File: config.mk
export PLATFORM = sky130hd
export DESIGN_NAME = instruction_decode_stage_flat
export DESIGN_NICKNAME = d
export VERILOG_FILES = /design/src/rtl/instruction_decode_stage_pkg.sv /design/src/rtl/instruction_decode_stage_if.sv /design/src/rtl/instruction_decode_stage_register_file.sv /design/src/rtl/instruction_decode_stage.sv /design/src/flat_wrapper.sv
export SDC_FILE = /design/constraint.sdc
export NUM_CORES = 1
export LEC_CHECK = 0
export CORE_MARGIN = 2
export CORE_UTILIZATION = 25
export DETAILED_ROUTE_END_ITERATION = 7
export MAX_ROUTING_LAYER = met4
export SLEW_MARGIN = 5
export SYNTH_ARGS = -nofsm -noshare
export SYNTH_HDL_FRONTEND = slang
export SYNTH_SLANG_ARGS = --single-unit
File: constraint.sdc
create_clock -name clk -period 6.4 [get_ports clk]
set_clock_uncertainty 0.2 [all_clocks]
set_input_delay 1.28 -clock clk [delete_from_list [all_inputs] [get_ports clk]]
set_output_delay 1.28 -clock clk [all_outputs]
set_load 0.02 [all_outputs]
File: src/rtl/instruction_decode_stage_pkg.sv
// arm_defs: shared ARM encodings, execute commands and condition evaluation
package arm_defs;
  localparam logic [1:0] MODE_DP  = 2'b00;
  localparam logic [1:0] MODE_MEM = 2'b01;
  localparam logic [1:0] MODE_BR  = 2'b10;
  localparam logic [3:0] OP_AND = 4'b0000;
  localparam logic [3:0] OP_EOR = 4'b0001;
  localparam logic [3:0] OP_SUB = 4'b0010;
  localparam logic [3:0] OP_ADD = 4'b0100;
  localparam logic [3:0] OP_ADC = 4'b0101;
  localparam logic [3:0] OP_SBC = 4'b0110;
  localparam logic [3:0] OP_TST = 4'b1000;
  localparam logic [3:0] OP_CMP = 4'b1010;
  localparam logic [3:0] OP_ORR = 4'b1100;
  localparam logic [3:0] OP_MOV = 4'b1101;
  localparam logic [3:0] OP_MVN = 4'b1111;
  localparam logic [3:0] EXE_NOP = 4'b0000;
  localparam logic [3:0] EXE_MOV = 4'b0001;
  localparam logic [3:0] EXE_ADD = 4'b0010;
  localparam logic [3:0] EXE_ADC = 4'b0011;
  localparam logic [3:0] EXE_SUB = 4'b0100;
  localparam logic [3:0] EXE_SBC = 4'b0101;
  localparam logic [3:0] EXE_AND = 4'b0110;
  localparam logic [3:0] EXE_ORR = 4'b0111;
  localparam logic [3:0] EXE_EOR = 4'b1000;
  localparam logic [3:0] EXE_MVN = 4'b1001;
  localparam logic [3:0] COND_EQ = 4'b0000;
  localparam logic [3:0] COND_NE = 4'b0001;
  localparam logic [3:0] COND_CS = 4'b0010;
  localparam logic [3:0] COND_CC = 4'b0011;
  localparam logic [3:0] COND_MI = 4'b0100;
  localparam logic [3:0] COND_PL = 4'b0101;
  localparam logic [3:0] COND_VS = 4'b0110;
  localparam logic [3:0] COND_VC = 4'b0111;
  localparam logic [3:0] COND_HI = 4'b1000;
  localparam logic [3:0] COND_LS = 4'b1001;
  localparam logic [3:0] COND_GE = 4'b1010;
  localparam logic [3:0] COND_LT = 4'b1011;
  localparam logic [3:0] COND_GT = 4'b1100;
  localparam logic [3:0] COND_LE = 4'b1101;
  localparam logic [3:0] COND_AL = 4'b1110;

  function automatic logic cond_pass(input logic [3:0] c, input logic [3:0] nzcv);
    logic n, z, cf, v, r;
    {n, z, cf, v} = nzcv;
    r = 1'b0;
    case (c)
      COND_EQ: r = z;
      COND_NE: r = !z;
      COND_CS: r = cf;
      COND_CC: r = !cf;
      COND_MI: r = n;
      COND_PL: r = !n;
      COND_VS: r = v;
      COND_VC: r = !v;
      COND_HI: r = cf && !z;
      COND_LS: r = !cf || z;
      COND_GE: r = n == v;
      COND_LT: r = n != v;
      COND_GT: r = !z && (n == v);
      COND_LE: r = z || (n != v);
      COND_AL: r = 1'b1;
      default: r = 1'b0;
    endcase
    return r;
  endfunction

  function automatic logic [3:0] dp_cmd(input logic [3:0] op);
    logic [3:0] r;
    r = EXE_NOP;
    case (op)
      OP_MOV: r = EXE_MOV;
      OP_MVN: r = EXE_MVN;
      OP_ADD: r = EXE_ADD;
      OP_ADC: r = EXE_ADC;
      OP_SUB: r = EXE_SUB;
      OP_SBC: r = EXE_SBC;
      OP_AND: r = EXE_AND;
      OP_ORR: r = EXE_ORR;
      OP_EOR: r = EXE_EOR;
      OP_CMP: r = EXE_SUB;
      OP_TST: r = EXE_AND;
      default: r = EXE_NOP;
    endcase
    return r;
  endfunction
endpackage

File: src/rtl/instruction_decode_stage_if.sv
// instruction_decode_stage_if: decode-stage inputs and ID->EXE bundle
interface instruction_decode_stage_if;
  logic [31:0] instruction;
  logic [31:0] PCIn;
  logic        freeze;
  logic [3:0]  statusIn;
  logic        wbEn;
  logic [3:0]  wbDest;
  logic [31:0] wbValue;
  logic        writeBackEn;
  logic        memRead;
  logic        memWrite;
  logic        s;
  logic        branch;
  logic [3:0]  executeCommand;
  logic        immediate;
  logic [31:0] PC;
  logic [31:0] reg1Val;
  logic [31:0] reg2Val;
  logic [11:0] shiftOperand;
  logic [23:0] signedImmediate;
  logic [3:0]  destination;
  logic [3:0]  src1;
  logic [3:0]  src2;
  logic        twoSrc;
  modport master (
    output instruction, PCIn, freeze, statusIn, wbEn, wbDest, wbValue,
    input  writeBackEn, memRead, memWrite, s, branch, executeCommand, immediate, PC,
           reg1Val, reg2Val, shiftOperand, signedImmediate, destination, src1, src2, twoSrc
  );
  modport slave (
    input  instruction, PCIn, freeze, statusIn, wbEn, wbDest, wbValue,
    output writeBackEn, memRead, memWrite, s, branch, executeCommand, immediate, PC,
           reg1Val, reg2Val, shiftOperand, signedImmediate, destination, src1, src2, twoSrc
  );
endinterface

File: src/rtl/instruction_decode_stage_register_file.sv
// register_file: R0-R14 with write-through bypass; index 15 reads the PC
module register_file (
  input  logic        clk,
  input  logic        rst,
  input  logic [3:0]  ra1,
  input  logic [3:0]  ra2,
  input  logic        we,
  input  logic [3:0]  wa,
  input  logic [31:0] wd,
  input  logic [31:0] pc,
  output logic [31:0] rd1,
  output logic [31:0] rd2
);
  logic [31:0] r [15];
  logic wr;
  assign wr = we && wa != 4'd15;
  // reset clears everything and wins over a same-edge write; writes to 15 are dropped
  always_ff @(posedge clk)
    if (rst) for (int i = 0; i < 15; i++) r[i] <= '0;
    else if (wr) r[wa] <= wd;
  assign rd1 = ra1 == 4'd15 ? pc : (wr && wa == ra1) ? wd : r[ra1];
  assign rd2 = ra2 == 4'd15 ? pc : (wr && wa == ra2) ? wd : r[ra2];
endmodule

File: src/rtl/instruction_decode_stage.sv
// instruction_decode_stage: combinational ARM decode, condition check and operand read
module instruction_decode_stage
  import arm_defs::*;
(
  input logic clk,
  input logic rst,
  instruction_decode_stage_if.slave bus
);
  logic [31:0] ins;
  logic [1:0]  mode;
  logic [3:0]  op, cmd;
  logic        sbit, ibit, str, en, wb, mr, mw, sf, br;
  assign ins  = bus.instruction;
  assign mode = ins[27:26];
  assign op   = ins[24:21];
  assign sbit = ins[20];
  assign ibit = ins[25];
  assign str  = mode == MODE_MEM && !sbit;
  assign en   = cond_pass(ins[31:28], bus.statusIn) && !bus.freeze;
  // raw control per instruction class, before condition/freeze gating
  always_comb begin
    cmd = EXE_NOP;
    wb  = 1'b0;
    mr  = 1'b0;
    mw  = 1'b0;
    sf  = 1'b0;
    br  = 1'b0;
    if (mode == MODE_DP) begin
      cmd = dp_cmd(op);
      wb  = cmd != EXE_NOP && op != OP_CMP && op != OP_TST;
      sf  = cmd != EXE_NOP && sbit;
    end else if (mode == MODE_MEM) begin
      cmd = EXE_ADD;
      wb  = sbit;
      mr  = sbit;
      mw  = !sbit;
    end else if (mode == MODE_BR) br = 1'b1;
  end
  assign bus.executeCommand  = en ? cmd : EXE_NOP;
  assign bus.writeBackEn     = en && wb;
  assign bus.memRead         = en && mr;
  assign bus.memWrite        = en && mw;
  assign bus.s               = en && sf;
  assign bus.branch          = en && br;
  assign bus.immediate       = ibit;
  assign bus.PC              = bus.PCIn;
  assign bus.shiftOperand    = ins[11:0];
  assign bus.signedImmediate = ins[23:0];
  assign bus.destination     = ins[15:12];
  assign bus.src1            = ins[19:16];
  assign bus.src2            = str ? ins[15:12] : ins[3:0];
  assign bus.twoSrc          = (mode == MODE_DP && !ibit) || str;
  register_file u_rf (
    .clk (clk),
    .rst (rst),
    .ra1 (bus.src1),
    .ra2 (bus.src2),
    .we  (bus.wbEn),
    .wa  (bus.wbDest),
    .wd  (bus.wbValue),
    .pc  (bus.PCIn),
    .rd1 (bus.reg1Val),
    .rd2 (bus.reg2Val)
  );
endmodule

File: src/flat_wrapper.sv
// flat-port wrapper written by rule: the top's interface ports become plain ports
module instruction_decode_stage_flat import arm_defs::*;
  (clk, rst, bus_instruction, bus_PCIn, bus_freeze, bus_statusIn, bus_wbEn, bus_wbDest, bus_wbValue, bus_writeBackEn, bus_memRead, bus_memWrite, bus_s, bus_branch, bus_executeCommand, bus_immediate, bus_PC, bus_reg1Val, bus_reg2Val, bus_shiftOperand, bus_signedImmediate, bus_destination, bus_src1, bus_src2, bus_twoSrc);
  instruction_decode_stage_if bus_i ();
  input logic clk;
  input logic rst;
  input wire logic [$bits(bus_i.instruction)-1:0] bus_instruction;
  input wire logic [$bits(bus_i.PCIn)-1:0] bus_PCIn;
  input wire logic [$bits(bus_i.freeze)-1:0] bus_freeze;
  input wire logic [$bits(bus_i.statusIn)-1:0] bus_statusIn;
  input wire logic [$bits(bus_i.wbEn)-1:0] bus_wbEn;
  input wire logic [$bits(bus_i.wbDest)-1:0] bus_wbDest;
  input wire logic [$bits(bus_i.wbValue)-1:0] bus_wbValue;
  output wire logic [$bits(bus_i.writeBackEn)-1:0] bus_writeBackEn;
  output wire logic [$bits(bus_i.memRead)-1:0] bus_memRead;
  output wire logic [$bits(bus_i.memWrite)-1:0] bus_memWrite;
  output wire logic [$bits(bus_i.s)-1:0] bus_s;
  output wire logic [$bits(bus_i.branch)-1:0] bus_branch;
  output wire logic [$bits(bus_i.executeCommand)-1:0] bus_executeCommand;
  output wire logic [$bits(bus_i.immediate)-1:0] bus_immediate;
  output wire logic [$bits(bus_i.PC)-1:0] bus_PC;
  output wire logic [$bits(bus_i.reg1Val)-1:0] bus_reg1Val;
  output wire logic [$bits(bus_i.reg2Val)-1:0] bus_reg2Val;
  output wire logic [$bits(bus_i.shiftOperand)-1:0] bus_shiftOperand;
  output wire logic [$bits(bus_i.signedImmediate)-1:0] bus_signedImmediate;
  output wire logic [$bits(bus_i.destination)-1:0] bus_destination;
  output wire logic [$bits(bus_i.src1)-1:0] bus_src1;
  output wire logic [$bits(bus_i.src2)-1:0] bus_src2;
  output wire logic [$bits(bus_i.twoSrc)-1:0] bus_twoSrc;
  assign bus_i.instruction = bus_instruction;
  assign bus_i.PCIn = bus_PCIn;
  assign bus_i.freeze = bus_freeze;
  assign bus_i.statusIn = bus_statusIn;
  assign bus_i.wbEn = bus_wbEn;
  assign bus_i.wbDest = bus_wbDest;
  assign bus_i.wbValue = bus_wbValue;
  assign bus_writeBackEn = bus_i.writeBackEn;
  assign bus_memRead = bus_i.memRead;
  assign bus_memWrite = bus_i.memWrite;
  assign bus_s = bus_i.s;
  assign bus_branch = bus_i.branch;
  assign bus_executeCommand = bus_i.executeCommand;
  assign bus_immediate = bus_i.immediate;
  assign bus_PC = bus_i.PC;
  assign bus_reg1Val = bus_i.reg1Val;
  assign bus_reg2Val = bus_i.reg2Val;
  assign bus_shiftOperand = bus_i.shiftOperand;
  assign bus_signedImmediate = bus_i.signedImmediate;
  assign bus_destination = bus_i.destination;
  assign bus_src1 = bus_i.src1;
  assign bus_src2 = bus_i.src2;
  assign bus_twoSrc = bus_i.twoSrc;
  instruction_decode_stage u_core (.clk(clk), .rst(rst), .bus(bus_i));
endmodule
==> results.md <==
Status:
- The flow ran to the end, and the final reports show no timing, DRC or antenna violations.

Global routing:
- Summed over all layers, the global routing overflow is 0.
- The number of antenna violations at the first check in global routing is 9.
- The first global-routing pass estimated 158.2 mm of wire.
- The overall global routing resource usage is 17.64%.
- The number of global-route vias before repair is ~22000.
- The maximum number of pins on one net before global-route repair is 70.

Finish:
- The flip-flop count of the largest register, all copies and words added is 512.
- The post-layout utilization of the core is 30.20%.
- The largest registers in the layout are u_core.u_rf.r x512.
- In the final layout, the share of cells above drive strength 1 is about 18%.
- In the final design database the tool counted around 2700 nets.
- Counting flops per register, the top entry is u_core.u_rf.r.
- The relative area change from synthesis to final layout is 20.25%.
- The library cells used most frequently in the layout, excluding fill and tap cells, are edfxtp_1, and2_1, clkdlybuf4s50_1.
- Leaving out fill and tap cells, the most frequent cell in the layout is edfxtp_1.

Power:
- The power density relative to cell area is around 240 mW/mm2.
- Overall power consumption after layout is estimated at approximately 0.0088 W.
- The analysis attributes to cell leakage a power of 12.94 nW.
- Across the VDD grid, the largest voltage drop is about 0.00020 V.

Critical path:
- By instance count, the cell type seen most on the critical path is buf_4.
- For this design, the slowest cell found on the critical path is clkdlybuf4s50_1.
- The worst-path maximum fanout is 29.
- The launching instance or port of the critical path is bus_instruction[27].
- The critical path crosses 11 cells after its start point.
- At the worst endpoint, the required time is 4920 ps.
- The type of the worst setup path is primary input to output pin.
- The critical path arrival is 4870 ps.
- The number of buffers and inverters on the critical path is 6.
- Traced cell by cell, the critical path runs through clkdlybuf4s50_1 -> nor3b_4 -> buf_4 -> buf_4 -> nor3_2 -> buf_12 -> a221oi_1 -> a311oi_4 -> buf_4 -> a21oi_1 -> clkdlybuf4s50_1.
- The kind of cell adding the most delay to the critical path is buffers and inverters.
- The delay of the slowest critical-path stage is about 630 ps.
- The kind of capture point of the worst setup path is an output pin.
- The element type at the critical path start is a primary input.
- The end of the critical path is bus_reg2Val[17].

Place:
- The number of buffers inserted by port buffering is 238.
- Detailed placement ended at an HPWL of ~70 mm.
- The global placer's final weighted congestion is ~0.85.

Yosys:
- The number of distinct library cell variants in the gate-level netlist after synthesis is 56.
- The summed instance area of the synthesized netlist is 0.03093 mm2.
- For this run, the leading register cell type out of synthesis is edfxtp_1.
- The post-synthesis area per instance is roughly 12 um2.
- In the synthesized netlist the async set-or-reset flop fraction comes to 0%.
- During synthesis, Yosys emitted a total of 0 warnings.
- The synthesized design contains slightly above 500 register bits.
- In this run, synthesis inferred 512 flip-flops with an integrated enable.
- The synthesized netlist cell count is 2484.
- Sequential cells were found to cover around half of the synthesized design area.

Routing:
- The first routing iteration left 2232 violations.
- The total via count in the routed design is 22270.
- After detailed routing, the number of vias per cell comes to 5.160.
- The total length of routed wires is 111.0 mm.
- In this run the remaining antenna-violating nets after routing total 0.
- The wire length per cell after detailed routing is 25.71 um.
- The final routed DRC violation total is 0.
- The detailed-routing iteration count for the pre-antenna-repair pass is 5.

CTS:
- The cell at the root of the clock tree is clkbuf_16.
- After clock tree synthesis, the flow added hold-fix buffers numbering 0.
- The clock net in this run drives a total of 512 sinks.
- The CTS tree is done.
- After clock tree synthesis, the clock-pin slew on the worst setup and hold paths is roughly 70 ps.
- The deepest level of the CTS H-tree is 2.
- The maximum clock insertion buffer count is 3.
- Buffers inserted during clock tree synthesis total 49.

STA:
- The count of final max-slew check failures is 0.
- At the pin with the least slew margin, the transition time is 977.6 ps.
- The remaining max-slew budget at the tightest pin is about a third.
- The worst path uses 99.21% of the clock period.
- Setup violations remaining at the end of the flow were counted as 0.
- The clock period could shrink to 6350 ps.
- The final number of hold-violating endpoints was 0.
- Hold timing on the final database bottoms out at a slack of 1245 ps.
- The highest clock rate is 157.5 MHz.

Floorplanning:
- The area of the core is 0.1232 mm2.
- The full die area is 0.1265 mm2.
- In this run the core area contains 129 standard-cell rows.
- The chip height is ~360 um.
- The starting utilization of the core area is approximately a quarter.
- The width of the die is 355.7 um.
- In this run the count of I/O pins placed on the die edge is 263.

Job:
- The count of maximum capacitance violations is 0.

Hold path:
- The class of the tightest hold or removal check is primary input to flip-flop.
==> per-stage QoR <==
stage | setup WS, ps | instance area (um2) | std cells | setup TNS (ps)
finish | 50.31 | 37190 | 4316 | 0
detailed placement | -198.3 | 35490 | 4218 | -487.0
floorplan | 1505 | 31040 | 2515 | 0
CTS | 13.85 | 37140 | 4309 | 0
global route | -56.88 | 37190 | 4316 | -56.88
global placement | -172.1 | 35490 | 4218 | -390.1
==> cell usage after synthesis, types with 15 or more instances <==
master	n	area [um2]
a211oi_1	71	533.0
a21oi_1	128	640.6
a221oi_1	29	254.0
a311oi_1	32	280.3
a32oi_1	29	254.0
and2_1	482	3015
buf_1	15	56.30
buf_2	57	285.3
buf_4	85	638.1
clkbuf_1	157	589.3
edfxtp_1	512	15370
mux2i_1	193	1932
mux4_2	199	4482
nand2_1	141	529.3
nand3b_1	30	225.2
nor2_1	122	457.9
nor2b_1	35	219.0
o22ai_1	63	394.1
or2_2	16	100.1
==> where the power goes <==
| group | total [W] | internal, W | switching, W |
|---|---|---|---|
| registers | 0.00401 | 0.00389 | 0.000117 |
| clock network | 0.00306 | 0.00174 | 0.00132 |
| logic | 0.00172 | 0.000759 | 0.000958 |
| total | 0.00878 | 0.00639 | 0.00239 |
==> layout make-up <==
cell class,count,area [um2]
antenna,5,12.51
clock inverter,29,312.8
tap,1637,2048
timing repair buffer,382,3860
fill,12297,85960
sequential,512,15370
inverter,11,41.29
multi-input combinational,1678,14220
clock buffer,62,1318
==> cells by family after synthesis <==
group / after synthesis / synth area share [%]
compound gates: 376 / 8.188
xor+xnor: 11 / 0.3115
fa+ha+maj: 5 / 0.2023
buf+inv: 325 / 5.207
flops: 512 / 49.71
mux: 395 / 20.88
other cells: 1 / 0.01213
simple gates: 859 / 15.48
==> metal layers <==
metal	vias to the layer above	GRT usage, %	wire length, um	share of wire (%)
met3	178	3.140	8575	7.7
met2	1017	27.47	51740	47
met4	0	5.602	3329	3.0
li1	9593	-	-	-
met5	-	-	0	0
met1	11482	23.29	47320	43
==> how the worst min path moves through the flow <==
| stage | startpoint | endpoint | slack [ps] | cells past startpoint |
|---|---|---|---|---|
| 2_1_floorplan | bus_wbValue[0] | u_core.u_rf.r[15][0]$_DFFE_PP_ | 1180 | 0 |
| 4_1_cts | bus_wbValue[17] | u_core.u_rf.r[15][17]$_DFFE_PP_ | 1220 | 2 |
| 5_1_grt | bus_wbValue[17] | u_core.u_rf.r[15][17]$_DFFE_PP_ | 1260 | 2 |
| 3_3_place_gp | bus_wbValue[30] | u_core.u_rf.r[15][30]$_DFFE_PP_ | 1870 | 2 |
| 6_report | bus_wbValue[30] | u_core.u_rf.r[15][30]$_DFFE_PP_ | 1250 | 2 |
| 3_5_place_dp | bus_wbValue[30] | u_core.u_rf.r[15][30]$_DFFE_PP_ | 1860 | 2 |
==> repair_timing <==
item | 4_1_cts | 5_1_grt
buffers inserted | 0 | 2
endpoints found under the setup margin | 3 | 9
gates cloned | 0 | 0
pin swaps | 1 | 2
gates resized for setup | 3 | 4
(Power assumes the default switching activity.)
